$ cat config.mk
export PLATFORM = sky130hd
export DESIGN_NAME = iter_divider_flat
export DESIGN_NICKNAME = d
export VERILOG_FILES = /design/src/rtl/arch_pkg.sv /design/src/rtl/iter_divider_if.sv /design/src/rtl/iter_divider_div_step.sv /design/src/rtl/iter_divider.sv /design/src/flat_wrapper.sv
export SDC_FILE = /design/constraint.sdc
export NUM_CORES = 1
export LEC_CHECK = 0
export CAP_MARGIN = 10
export CORE_ASPECT_RATIO = 1.75
export CORE_UTILIZATION = 40
export DETAILED_ROUTE_END_ITERATION = 8
export PLACE_DENSITY = 0.63
export SLEW_MARGIN = 20
export SYNTH_ARGS = -nofsm -noshare
export SYNTH_HDL_FRONTEND = slang
export SYNTH_SLANG_ARGS = --single-unit
$ cat constraint.sdc
create_clock -name clk -period 6.25 [get_ports clk]
set_input_delay 1.25 -clock clk [delete_from_list [all_inputs] [get_ports clk]]
set_output_delay 1.25 -clock clk [all_outputs]
set_load 0.02 [all_outputs]
$ cat src/rtl/arch_pkg.sv
// +----------------------------------------------------------------------------+
// | Module      : arch_pkg                                                     |
// | Description : Shared op/state encodings and default width for iter_divider |
// | Revision    : 1.0                                                          |
// +----------------------------------------------------------------------------+
`default_nettype none

package arch_pkg;

    localparam int XLEN = 32;

    localparam logic [1:0] OP_DIV  = 2'b00;
    localparam logic [1:0] OP_DIVU = 2'b01;
    localparam logic [1:0] OP_REM  = 2'b10;
    localparam logic [1:0] OP_REMU = 2'b11;

    typedef enum logic [1:0] {
        S_IDLE = 2'd0,
        S_CALC = 2'd1,
        S_DONE = 2'd2
    } state_t;

endpackage

`default_nettype wire

$ cat src/rtl/iter_divider_if.sv
// +----------------------------------------------------------------------------+
// | Module      : iter_divider_if                                              |
// | Description : start/busy/done handshake and operand/result bundle          |
// | Revision    : 1.0                                                          |
// +----------------------------------------------------------------------------+
`default_nettype none

interface iter_divider_if
    import arch_pkg::*;
#(
    parameter int N = XLEN
);
    logic         start;
    logic [1:0]   op;
    logic [N-1:0] A;
    logic [N-1:0] B;
    logic         flush;
    logic         busy;
    logic         done;
    logic [N-1:0] Y;

    modport master (
        output start, op, A, B, flush,
        input  busy, done, Y
    );

    modport slave (
        input  start, op, A, B, flush,
        output busy, done, Y
    );
endinterface

`default_nettype wire

$ cat src/rtl/iter_divider_div_step.sv
// +----------------------------------------------------------------------------+
// | Module      : div_step                                                     |
// | Description : One combinational restoring-division step                    |
// | Revision    : 1.0                                                          |
// +----------------------------------------------------------------------------+
`default_nettype none

module div_step #(
    parameter int N = 32
) (
    input  wire logic [N-1:0] rem_in,
    input  wire logic         dvd_bit,
    input  wire logic [N-1:0] divisor,
    output logic      [N-1:0] rem_out,
    output logic              q_bit
);
    logic [N:0]   w_shift;
    logic [N+1:0] w_diff;

    // Two guard bits: the shifted remainder can use all N+1 bits before the subtract.
    assign w_shift = {rem_in, dvd_bit};
    assign w_diff  = {1'b0, w_shift} - {2'b00, divisor};
    assign q_bit   = ~w_diff[N+1];
    assign rem_out = q_bit ? w_diff[N-1:0] : w_shift[N-1:0];

endmodule

`default_nettype wire

$ cat src/rtl/iter_divider.sv
// +----------------------------------------------------------------------------+
// | Module      : iter_divider                                                 |
// | Description : Iterative restoring divider for DIV/DIVU/REM/REMU            |
// | Revision    : 1.0                                                          |
// +----------------------------------------------------------------------------+
`default_nettype none

module iter_divider
    import arch_pkg::*;
#(
    parameter int N = XLEN
) (
    input  wire logic  clk,
    input  wire logic  rst_n,
    iter_divider_if.slave bus
);
    localparam int           CW      = $clog2(N);
    localparam logic [CW-1:0] C_LAST = CW'(N - 1);
    localparam logic [N-1:0] C_MIN   = {1'b1, {(N-1){1'b0}}};

    state_t        r_state;
    state_t        w_state_nxt;
    logic [CW-1:0] r_count;
    logic [N-1:0]  r_quot;
    logic [N-1:0]  r_rem;
    logic [N-1:0]  r_div;
    logic [1:0]    r_op;
    logic          r_neg_q;
    logic          r_neg_r;
    logic [N-1:0]  r_y;

    logic          w_accept;
    logic          w_fast;
    logic [N-1:0]  w_fast_y;
    logic          w_signed;
    logic          w_b_zero;
    logic          w_ovf;
    logic [N-1:0]  w_a_abs;
    logic [N-1:0]  w_b_abs;
    logic [N-1:0]  w_rem_nxt;
    logic          w_qbit;
    logic [N-1:0]  w_q_final;
    logic [N-1:0]  w_result;

    div_step #(.N(N)) u_step (
        .rem_in  (r_rem),
        .dvd_bit (r_quot[N-1]),
        .divisor (r_div),
        .rem_out (w_rem_nxt),
        .q_bit   (w_qbit)
    );

    always_comb begin
        w_signed = ~bus.op[0];
        w_b_zero = (bus.B == '0);
        w_ovf    = w_signed && (bus.A == C_MIN) && (bus.B == '1);
        w_fast   = w_b_zero | w_ovf;
        w_a_abs  = (w_signed && bus.A[N-1]) ? -bus.A : bus.A;
        w_b_abs  = (w_signed && bus.B[N-1]) ? -bus.B : bus.B;
        if (w_b_zero)
            w_fast_y = bus.op[1] ? bus.A : '1;
        else
            w_fast_y = bus.op[1] ? '0 : bus.A;
    end

    // Shift register holds the unconsumed dividend in its high bits and the quotient below.
    always_comb begin
        w_q_final = {r_quot[N-2:0], w_qbit};
        if (r_op[1])
            w_result = r_neg_r ? -w_rem_nxt : w_rem_nxt;
        else
            w_result = r_neg_q ? -w_q_final : w_q_final;
    end

    always_comb begin
        w_state_nxt = r_state;
        w_accept    = 1'b0;
        case (r_state)
            S_IDLE, S_DONE: begin
                w_state_nxt = S_IDLE;
                if (bus.start && !bus.flush) begin
                    w_accept    = 1'b1;
                    w_state_nxt = w_fast ? S_DONE : S_CALC;
                end
            end
            S_CALC: begin
                if (bus.flush)
                    w_state_nxt = S_IDLE;
                else if (r_count == C_LAST)
                    w_state_nxt = S_DONE;
            end
            default: w_state_nxt = S_IDLE;
        endcase
    end

    always_ff @(posedge clk or negedge rst_n) begin
        if (!rst_n)
            r_state <= S_IDLE;
        else
            r_state <= w_state_nxt;
    end

    always_ff @(posedge clk or negedge rst_n) begin
        if (!rst_n) begin
            r_count <= '0;
            r_quot  <= '0;
            r_rem   <= '0;
            r_div   <= '0;
            r_op    <= '0;
            r_neg_q <= 1'b0;
            r_neg_r <= 1'b0;
            r_y     <= '0;
        end else if (w_accept) begin
            r_op    <= bus.op;
            r_neg_q <= w_signed & (bus.A[N-1] ^ bus.B[N-1]);
            r_neg_r <= w_signed & bus.A[N-1];
            r_quot  <= w_a_abs;
            r_rem   <= '0;
            r_div   <= w_b_abs;
            r_count <= '0;
            if (w_fast)
                r_y <= w_fast_y;
        end else if (r_state == S_CALC && !bus.flush) begin
            r_quot  <= w_q_final;
            r_rem   <= w_rem_nxt;
            r_count <= r_count + 1'b1;
            if (r_count == C_LAST)
                r_y <= w_result;
        end
    end

    assign bus.busy = (r_state == S_CALC);
    assign bus.done = (r_state == S_DONE);
    assign bus.Y    = r_y;

endmodule

`default_nettype wire

$ cat src/flat_wrapper.sv
// flat-port wrapper written by rule: the top's interface ports become plain ports
module iter_divider_flat import arch_pkg::*;
#(
    parameter int N = XLEN
)
  (clk, rst_n, bus_start, bus_op, bus_A, bus_B, bus_flush, bus_busy, bus_done, bus_Y);
  iter_divider_if #(.N(N)) bus_i ();
  input  wire logic clk;
  input  wire logic rst_n;
  input wire logic [$bits(bus_i.start)-1:0] bus_start;
  input wire logic [$bits(bus_i.op)-1:0] bus_op;
  input wire logic [$bits(bus_i.A)-1:0] bus_A;
  input wire logic [$bits(bus_i.B)-1:0] bus_B;
  input wire logic [$bits(bus_i.flush)-1:0] bus_flush;
  output wire logic [$bits(bus_i.busy)-1:0] bus_busy;
  output wire logic [$bits(bus_i.done)-1:0] bus_done;
  output wire logic [$bits(bus_i.Y)-1:0] bus_Y;
  assign bus_i.start = bus_start;
  assign bus_i.op = bus_op;
  assign bus_i.A = bus_A;
  assign bus_i.B = bus_B;
  assign bus_i.flush = bus_flush;
  assign bus_busy = bus_i.busy;
  assign bus_done = bus_i.done;
  assign bus_Y = bus_i.Y;
  iter_divider #(.N(N)) u_core (.clk(clk), .rst_n(rst_n), .bus(bus_i));
endmodule
==> results.cfg, run 1 <==
[floorplan]
rows = 82
die_h_microns = 228
io_pins = 104
die-area_sq_um = 30000
core_area_sq_um = 28700
start_util_pct = 40.7
die_w_microns = 131

[cts]
numCtsBuffers = 17
clk_latency_ns = 0.45
cts_tree = yes
hold_buffers = 0
clock_path_buffers = 2
root_buffer = clkbuf_16
htreeDepth = 4
post_cts_buffers = 0
cts_resized = 0
cts_num_sinks = 138
path_clk_slew_ns = 0.06

[timing]
setup_ws_ns = 0.925
fmaxAchievable_mhz = 188
finalMaxSlewViolations = 0
fin_crit_sh_pct = 85.2
whs_ns = 0.482
fin_tns_setup_ns = 0
relSlewSlack_pct = 37.8
rsz0062_at_grt = false
setup_violations = 0
finalCriticalPeriod_ns = 5.32
finClkSkew_ns = 0.00841
final_hold_viol_count = 0
worst_pin_slew_ns = 0.933

[logic_synthesis]
synthTopCellsByCount = 227 x nand2_1, 145 x o21ai_0, 138 x dfrtp_1, 137 x nor2_1, 104 x a21oi_1
ys_warn_count = 0
syn-instance-count = 1526
synth_top_area_share_pct = 29.5
syn_area_per_cell_sq_um = 7.67
synth-edff-count = 0
ys_seq_area_share_pct = 29.5
synth_cell_types = 85
yosys.area.top_type = dfrtp_1
ys_ff_latch = 138
syn_nets = 1636
ys.flop_type = dfrtp_1
synth.area.top_cells = dfrtp_1 30%, nand2_1 7.3%, xnor2_1 6.4%
ys_async_sr_fraction_pct = 100
yosysMostFrequentCell = nand2_1
syn_area_sq_um = 11700

[drt]
antenna_left = 0
wl_per_cell_microns = 20.7
vias = 11800
drt_iter0_drc = 795
first_pass_iters = 5
drc = 0
vias_per_cell = 5.99
drt_wl_total_mm = 40.8

[power_and_ir_drop]
p_int_mw = 3.10
powerDensity_nw_per_um2 = 454
total_power_mw = 6.17
irDropWorstVdd_mv = 0.243
cellLeakagePower_nw = 5.47
comb_power_share_pct = 61.6
sw_frac_of_total_pct = 49.7
seqPwrFrac_pct = 21.9
power_switching_mw = 3.07
power_frac_clock_pct = 16.5

[setup_path]
critPathLaunchType = flip-flop
crit_buf_inv = 1
path_max_fanout = 13
crit_path_frequent_cell = o21ai_0
cp-end-kind = flip-flop
arrival_ns = 5.66
required_ns = 6.58
slowest_stage = a2111oi_0
cp_cell_sequence = ha_1 > a21oi_1 > o21ai_1 > a2111oi_0 > o31a_1 > nand2_4 > inv_2 > ha_1 > nand2b_1 > or4_1 > or3_1 > or2_2 > or3_1 > o21ai_0 > xor2_1 > o21ai_0 > a22oi_1 > o21ai_0
worstSetupPathType = flip-flop to flip-flop
cp_slowest_stage_delay_ns = 0.69
path_delay_family = compound AO/OA/AOI/OAI gates

[global_routing]
grt_max_degree = 95
antenna_found_initial = 0
grt_remaining_overflow = 0
grt_pass1_vias = 11800
grt.total_usage_pct = 27.5
grt_pass1_wl_mm = 64.1

[placement]
port_buffers = 103
dp_hpwl_mm = 31.1
pre_cts_ws_ns = 0.510
dp_cells = 1937
placed_area_sq_um = 13000
routabilityCongestion = 0.926

[flow_run]
maxCapViolations = 0

[cells_and_area]
drive_gt1_share_pct = 5.73
final_nets = 1688
final_core_util_pct = 47.3
area_delta_synth_final_pct = 16.1
n_antenna_cell = 0
design_area_sq_um = 13600
final_cells = 1967

[hold_path]
holdCritPathClass = flip-flop to flip-flop

[status]
status = complete, no violations
## power groups by stage
stage	registers, mW	logic (mW)	clock network [mW]
finish	1.35	3.80	1.02
global placement	1.35	3.71	0
global route	1.37	4.15	1.07
floorplan	1.25	2.84	0
CTS	1.34	3.75	1.03
detailed placement	1.36	3.71	0
## sequential cells by signal, indices dropped and copies added, names as in the netlist
register	cells
u_core.bus.Y	32
u_core.r_count	5
u_core.r_div	32
u_core.r_neg_q	1
u_core.r_neg_r	1
u_core.r_op	1
u_core.r_quot	32
u_core.r_rem	32
u_core.r_state	2
## metal layers
metal | wire length, microns | global-route usage [%] | up-vias
li1 | - | - | 5592
met1 | 15300 | 28.9 | 5687
met2 | 20800 | 49.0 | 362
met3 | 1460 | 3.87 | 142
met4 | 3200 | 21.5 | 0
met5 | 0 | 0 | -
## cell type report
type / count / area (sq um)
inverters: 57 / 214
clock buffers: 22 / 474
multi-input cells: 1237 / 7660
clock inverters: 8 / 95.1
well taps: 378 / 473
repair buffers: 127 / 1210
flip-flops and latches: 138 / 3450
fillers: 2954 / 15100
## worst min-delay path, stage by stage, from the launching register on
cell and delay, ns:
dfrtp_1 0.34, nand2_1 0.04, o21ai_0 0.06
## cells by family after synthesis
kind of cell,count (synthesis),share of synthesized area (%)
AND/OR/NAND/NOR,565,22.7
buffers and inverters,151,5.20
adder cells (fa/ha/maj),40,4.34
XOR/XNOR,140,10.5
flip-flops,138,29.5
multiplexers,26,2.26
AO/OA/AOI/OAI,466,25.5
## final timing paths
path,startpoint,slack [ns],cells after the start,endpoint
max,u_core.r_rem[25],0.93,18,u_core.bus.Y[28]
max in group asynchronous,rst_n,4.13,2,u_core.bus.Y[17]
max reg2reg,u_core.r_rem[25],0.93,18,u_core.bus.Y[28]
min,u_core.r_div[6],0.48,2,u_core.r_div[6]
min reg2reg,u_core.r_div[6],0.48,2,u_core.r_div[6]
min in group asynchronous,rst_n,0.90,1,u_core.r_quot[23]
## cell usage in the layout (no fill, tap or decap), drive strengths merged, types with 25 or more instances in the layout
master | synthesis | routed
a21oi | 106 | 106
ha | 39 | 39
xor2 | 55 | 55
nor3 | 28 | 28
a31oi | 45 | 45
nor2 | 137 | 137
inv | 57 | 57
buf | 30 | 25
o211ai | 27 | 27
o21ai | 151 | 151
o31ai | 28 | 28
clkdlybuf4s50 | 0 | 102
xnor2 | 85 | 85
nand2 | 229 | 229
dfrtp | 138 | 138
(Power assumes the default switching activity.)
==> inputs of run 2 (changes only) <==
GPL_ROUTABILITY_DRIVEN = 1   (was not set)
REMOVE_ABC_BUFFERS = 1   (was not set)
==> run 2 against run 1 <==
  * Final area grew 0.36%
  * Sequential share of layout area down 0.091 points
  * Non-clock buffer count decreased by 3
  * Critical path type unchanged
  * Largest power group unchanged
  * Routed wire length fell by 3.6%
  * Utilization is 0.17 points higher
==> results.cfg, run 2 (synthesis results as in run 1) <==
[status]
status = complete, no violations

[setup_path]
required_ns = 6.59
arrival_ns = 5.71
path_max_fanout = 14
cp-end-kind = flip-flop
worstRegToRegCells = 18
critPathLaunchType = flip-flop
worstSetupPathType = flip-flop to flip-flop

[cts]
htreeDepth = 4
numCtsBuffers = 17
cts_num_sinks = 138
path_clk_slew_ns = 0.07
post_cts_buffers = 0
root_buffer = clkbuf_16
cts_tree = yes
clk_latency_ns = 0.46
clock_path_buffers = 2
hold_buffers = 0
cts_resized = 0

[drt]
drc = 0
drt_iter0_drc = 817
antenna_left = 0
vias_per_cell = 5.91
drt_wl_total_mm = 39.3
wl_per_cell_microns = 20.0
vias = 11600
first_pass_iters = 5

[power_and_ir_drop]
powerDensity_nw_per_um2 = 452
irDropWorstVdd_mv = 0.246
total_power_mw = 6.16
comb_power_share_pct = 60.6
power_switching_mw = 3.00
power_frac_clock_pct = 17.9
sw_frac_of_total_pct = 48.7
cellLeakagePower_nw = 5.48
p_int_mw = 3.16
seqPwrFrac_pct = 21.5

[hold_path]
holdPathStages = 2
holdCritPathClass = flip-flop to flip-flop

[timing]
rsz0062_at_grt = false
worst_pin_slew_ns = 1.08
final_hold_viol_count = 0
setup_violations = 0
fin_crit_sh_pct = 85.9
setup_ws_ns = 0.880
finClkSkew_ns = 0.0121
relSlewSlack_pct = 27.8
finalMaxSlewViolations = 0
finalCriticalPeriod_ns = 5.37
fin_tns_setup_ns = 0
fmaxAchievable_mhz = 186

[floorplan]
die_h_microns = 228
die-area_sq_um = 30000
core_area_sq_um = 28700
die_w_microns = 131
start_util_pct = 40.7
rows = 82
io_pins = 104

[global_routing]
grt_pass1_wl_mm = 63.1
grt_pass1_vias = 11600
grt.total_usage_pct = 26.9
grt_max_degree = 93
grt_remaining_overflow = 0
antenna_found_initial = 0

[cells_and_area]
area_delta_synth_final_pct = 16.5
final_nets = 1685
mostFrequentLayoutCells = 227 x nand2_1, 145 x o21ai_0, 138 x dfrtp_1
design_area_sq_um = 13600
n_antenna_cell = 0
drive_gt1_share_pct = 5.79
final_core_util_pct = 47.4
layout_commonest_cell = nand2_1

[placement]
placed_area_sq_um = 13000
routabilityCongestion = 0.934
port_buffers = 103
dp_hpwl_mm = 29.9
pre_cts_ws_ns = 0.837

[flow_run]
maxCapViolations = 0
## run 2: power by group through the flow
stage | clock network (mW) | registers, mW | logic (mW)
after floorplan | 0 | 1.27 | 2.72
after global placement | 0 | 1.33 | 3.65
after detailed placement | 0 | 1.33 | 3.66
after CTS | 1.11 | 1.32 | 3.70
after global routing | 1.15 | 1.35 | 4.14
final | 1.10 | 1.32 | 3.73
## run 2: area by class of cell
| class | instances | area (sq um) |
|---|---|---|
| fillers | 2896 | 15100 |
| clock buffers | 22 | 484 |
| clock inverters | 10 | 140 |
| multi-input cells | 1237 | 7670 |
| well taps | 378 | 473 |
| inverters | 57 | 214 |
| repair buffers | 124 | 1190 |
| flip-flops and latches | 138 | 3450 |
## run 2: final timing paths
check / slack, ns / endpoint / from
hold reg to reg: 0.49 / u_core.r_div[4] / u_core.r_div[4]
setup reg to reg: 0.88 / u_core.bus.Y[28] / u_core.r_rem[25]
max in group asynchronous: 4.18 / u_core.r_div[24] / rst_n
setup / recovery: 0.88 / u_core.bus.Y[28] / u_core.r_rem[25]
min in group asynchronous: 0.87 / u_core.r_quot[6] / rst_n
hold / removal: 0.49 / u_core.r_div[4] / u_core.r_div[4]
## run 2: per-stage QoR
step / hold slack, ns / cells
floorplan: 0.450 / 1432
global placement: 0.465 / 1934
detailed placement: 0.476 / 1934
CTS: 0.490 / 1966
global route: 0.523 / 1966
finish: 0.487 / 1966
## run 2: layer usage
layer	track usage [%]	wire, microns	part of all wire (%)	vias to the layer above
li1	-	-	-	5584
met1	29.7	15200	39	5578
met2	48.6	20500	52	348
met3	3.16	1440	3.7	108
met4	16.8	2190	5.6	0
met5	0	0	0	-
## run 2: critical path, cell delays in order, from the launching register on
cell	delay, ns
dfrtp_1	0.42
ha_1	0.39
a21oi_1	0.22
o21ai_1	0.13
a2111oi_0	0.75
o31a_1	0.36
nand2_4	0.09
inv_2	0.21
ha_1	0.21
nand2b_1	0.12
or4_1	0.50
or3_1	0.42
or2_2	0.32
or3_1	0.33
o21ai_0	0.22
xor2_1	0.18
o21ai_0	0.09
a22oi_1	0.20
o21ai_0	0.10
==> inputs of run 3 (changes only) <==
CORE_MARGIN = 2   (was not set)
==> run 3 against run 2 <==
  * Flip-flop and latch count is the same
  * Clock power is 8% higher
  * Final cell count unchanged
  * Register-to-register slack better by 0.08 ns
  * Critical path type unchanged
==> results.cfg, run 3 (synthesis results as in run 1) <==
[drt]
drt_wl_total_mm = 39.8
antenna_left = 0
vias_per_cell = 5.92
drc = 0
vias = 11600
wl_per_cell_microns = 20.3
drt_iter0_drc = 817
first_pass_iters = 5

[timing]
setup_violations = 0
fmaxAchievable_mhz = 189
rsz0062_at_grt = false
finalMaxSlewViolations = 0
whs_ns = 0.482
fin_crit_sh_pct = 84.6
finClkSkew_ns = 0.0128
relSlewSlack_pct = 29.3
finalCriticalPeriod_ns = 5.28
fin_tns_setup_ns = 0
final_hold_viol_count = 0
worst_pin_slew_ns = 1.06

[power_and_ir_drop]
cellLeakagePower_nw = 5.50
powerDensity_nw_per_um2 = 459
total_power_mw = 6.27
irDropWorstVdd_mv = 0.226

[status]
status = complete, no violations

[cts]
clk_latency_ns = 0.46
htreeDepth = 4
cts_resized = 0
path_clk_slew_ns = 0.07
hold_buffers = 0
numCtsBuffers = 17
root_buffer = clkbuf_16
cts_tree = yes
clock_path_buffers = 2
post_cts_buffers = 0
cts_num_sinks = 138

[floorplan]
core_area_sq_um = 28700
rows = 82
io_pins = 104
die-area_sq_um = 30700
die_w_microns = 133
die_h_microns = 230
start_util_pct = 40.7

[setup_path]
worstSetupPathType = flip-flop to flip-flop
crit_cells = 18
path_max_fanout = 14
cp-end-kind = flip-flop
required_ns = 6.59
slowest_stage = or4_1
crit_path_frequent_cell = o21ai_0
worstRegToRegCells = 18
cp_cell_sequence = ha_1 > a21oi_1 > o21ai_1 > a221o_1 > o211ai_2 > nand2_4 > inv_2 > ha_1 > nand2b_1 > or4_1 > or3_1 > or2_2 > or3_1 > o21ai_0 > xor2_1 > o21ai_0 > a22oi_1 > o21ai_0
r2r_end = u_core.bus.Y[28]
cp_slowest_stage_delay_ns = 0.50
startpoint = u_core.r_rem[5]
endpoint = u_core.bus.Y[28]
path_delay_family = compound AO/OA/AOI/OAI gates
crit_buf_inv = 1
r2r_slack_ns = 0.97
arrival_ns = 5.62
critPathLaunchType = flip-flop
rr_startpoint = u_core.r_rem[5]

[cells_and_area]
n_antenna_cell = 0
final_nets = 1685
final_core_util_pct = 47.6
area_delta_synth_final_pct = 16.9
final_cells = 1966
mostFrequentLayoutCells = 227 x nand2_1, 145 x o21ai_0, 138 x dfrtp_1
drive_gt1_share_pct = 5.86
layout_commonest_cell = nand2_1

[global_routing]
antenna_found_initial = 0
grt_pass1_wl_mm = 62.7
grt.total_usage_pct = 26.1
grt_remaining_overflow = 0
grt_pass1_vias = 11500
grt_max_degree = 100

[flow_run]
maxCapViolations = 0

[placement]
dp_hpwl_mm = 30.3
port_buffers = 103
routabilityCongestion = 0.922
dp_cells = 1934

[hold_path]
holdCritPathClass = flip-flop to flip-flop
-- run 3: changes by cell type in the layout (fill, tap and decap cells not counted), sizes merged --
cell    delta
clkbuf     -5
bufinv     +3
clkinv     +1
inv        +1
-- run 3: cell type report --
class	instances	area (sq um)
repair buffers	124	1190
clock inverters	15	248
well taps	378	473
clock buffers	17	425
inverters	57	214
fillers	2886	15100
flip-flops and latches	138	3450
multi-input cells	1237	7670
-- run 3: per-layer routing --
| layer | vias up | track usage [%] | routed length [microns] |
|---|---|---|---|
| met5 | - | 0 | 0 |
| met4 | 0 | 13.8 | 1990 |
| met3 | 95 | 2.98 | 1430 |
| met2 | 338 | 47.9 | 21000 |
| met1 | 5617 | 29.1 | 15400 |
| li1 | 5589 | - | - |
-- run 3: per-stage QoR --
step           setup slack (ns)  cell area (sq um)
2_1_floorplan             0.775              11300
3_3_place_gp              0.638              13000
3_5_place_dp              0.684              13000
4_1_cts                    1.01              13700
5_1_grt                   0.603              13700
6_report                  0.965              13700
-- run 3: how the worst min path moves through the flow --
stage                     startpoint          endpoint  slack, ns  cells past startpoint
CTS                 u_core.r_div[17]  u_core.r_div[17]       0.49                      2
floorplan           u_core.r_div[10]  u_core.r_div[10]       0.45                      2
global placement    u_core.r_div[15]  u_core.r_div[15]       0.46                      2
finish              u_core.r_div[17]  u_core.r_div[17]       0.48                      2
detailed placement  u_core.r_div[17]  u_core.r_div[17]       0.48                      2
global route        u_core.r_div[17]  u_core.r_div[17]       0.51                      2
-- run 3: worst reg2reg max path: stages (launching register included) --
cell	delay, ns
dfrtp_1	0.43
ha_1	0.44
a21oi_1	0.46
o21ai_1	0.26
a221o_1	0.38
o211ai_2	0.24
nand2_4	0.10
inv_2	0.22
ha_1	0.22
nand2b_1	0.12
or4_1	0.50
or3_1	0.42
or2_2	0.32
or3_1	0.33
o21ai_0	0.19
xor2_1	0.16
o21ai_0	0.08
a22oi_1	0.20
o21ai_0	0.10
-- run 3: report_power, final --
part           switching, mW  internal (mW)
combinational           2.34           1.41
sequential             0.256           1.08
clock                  0.438          0.748
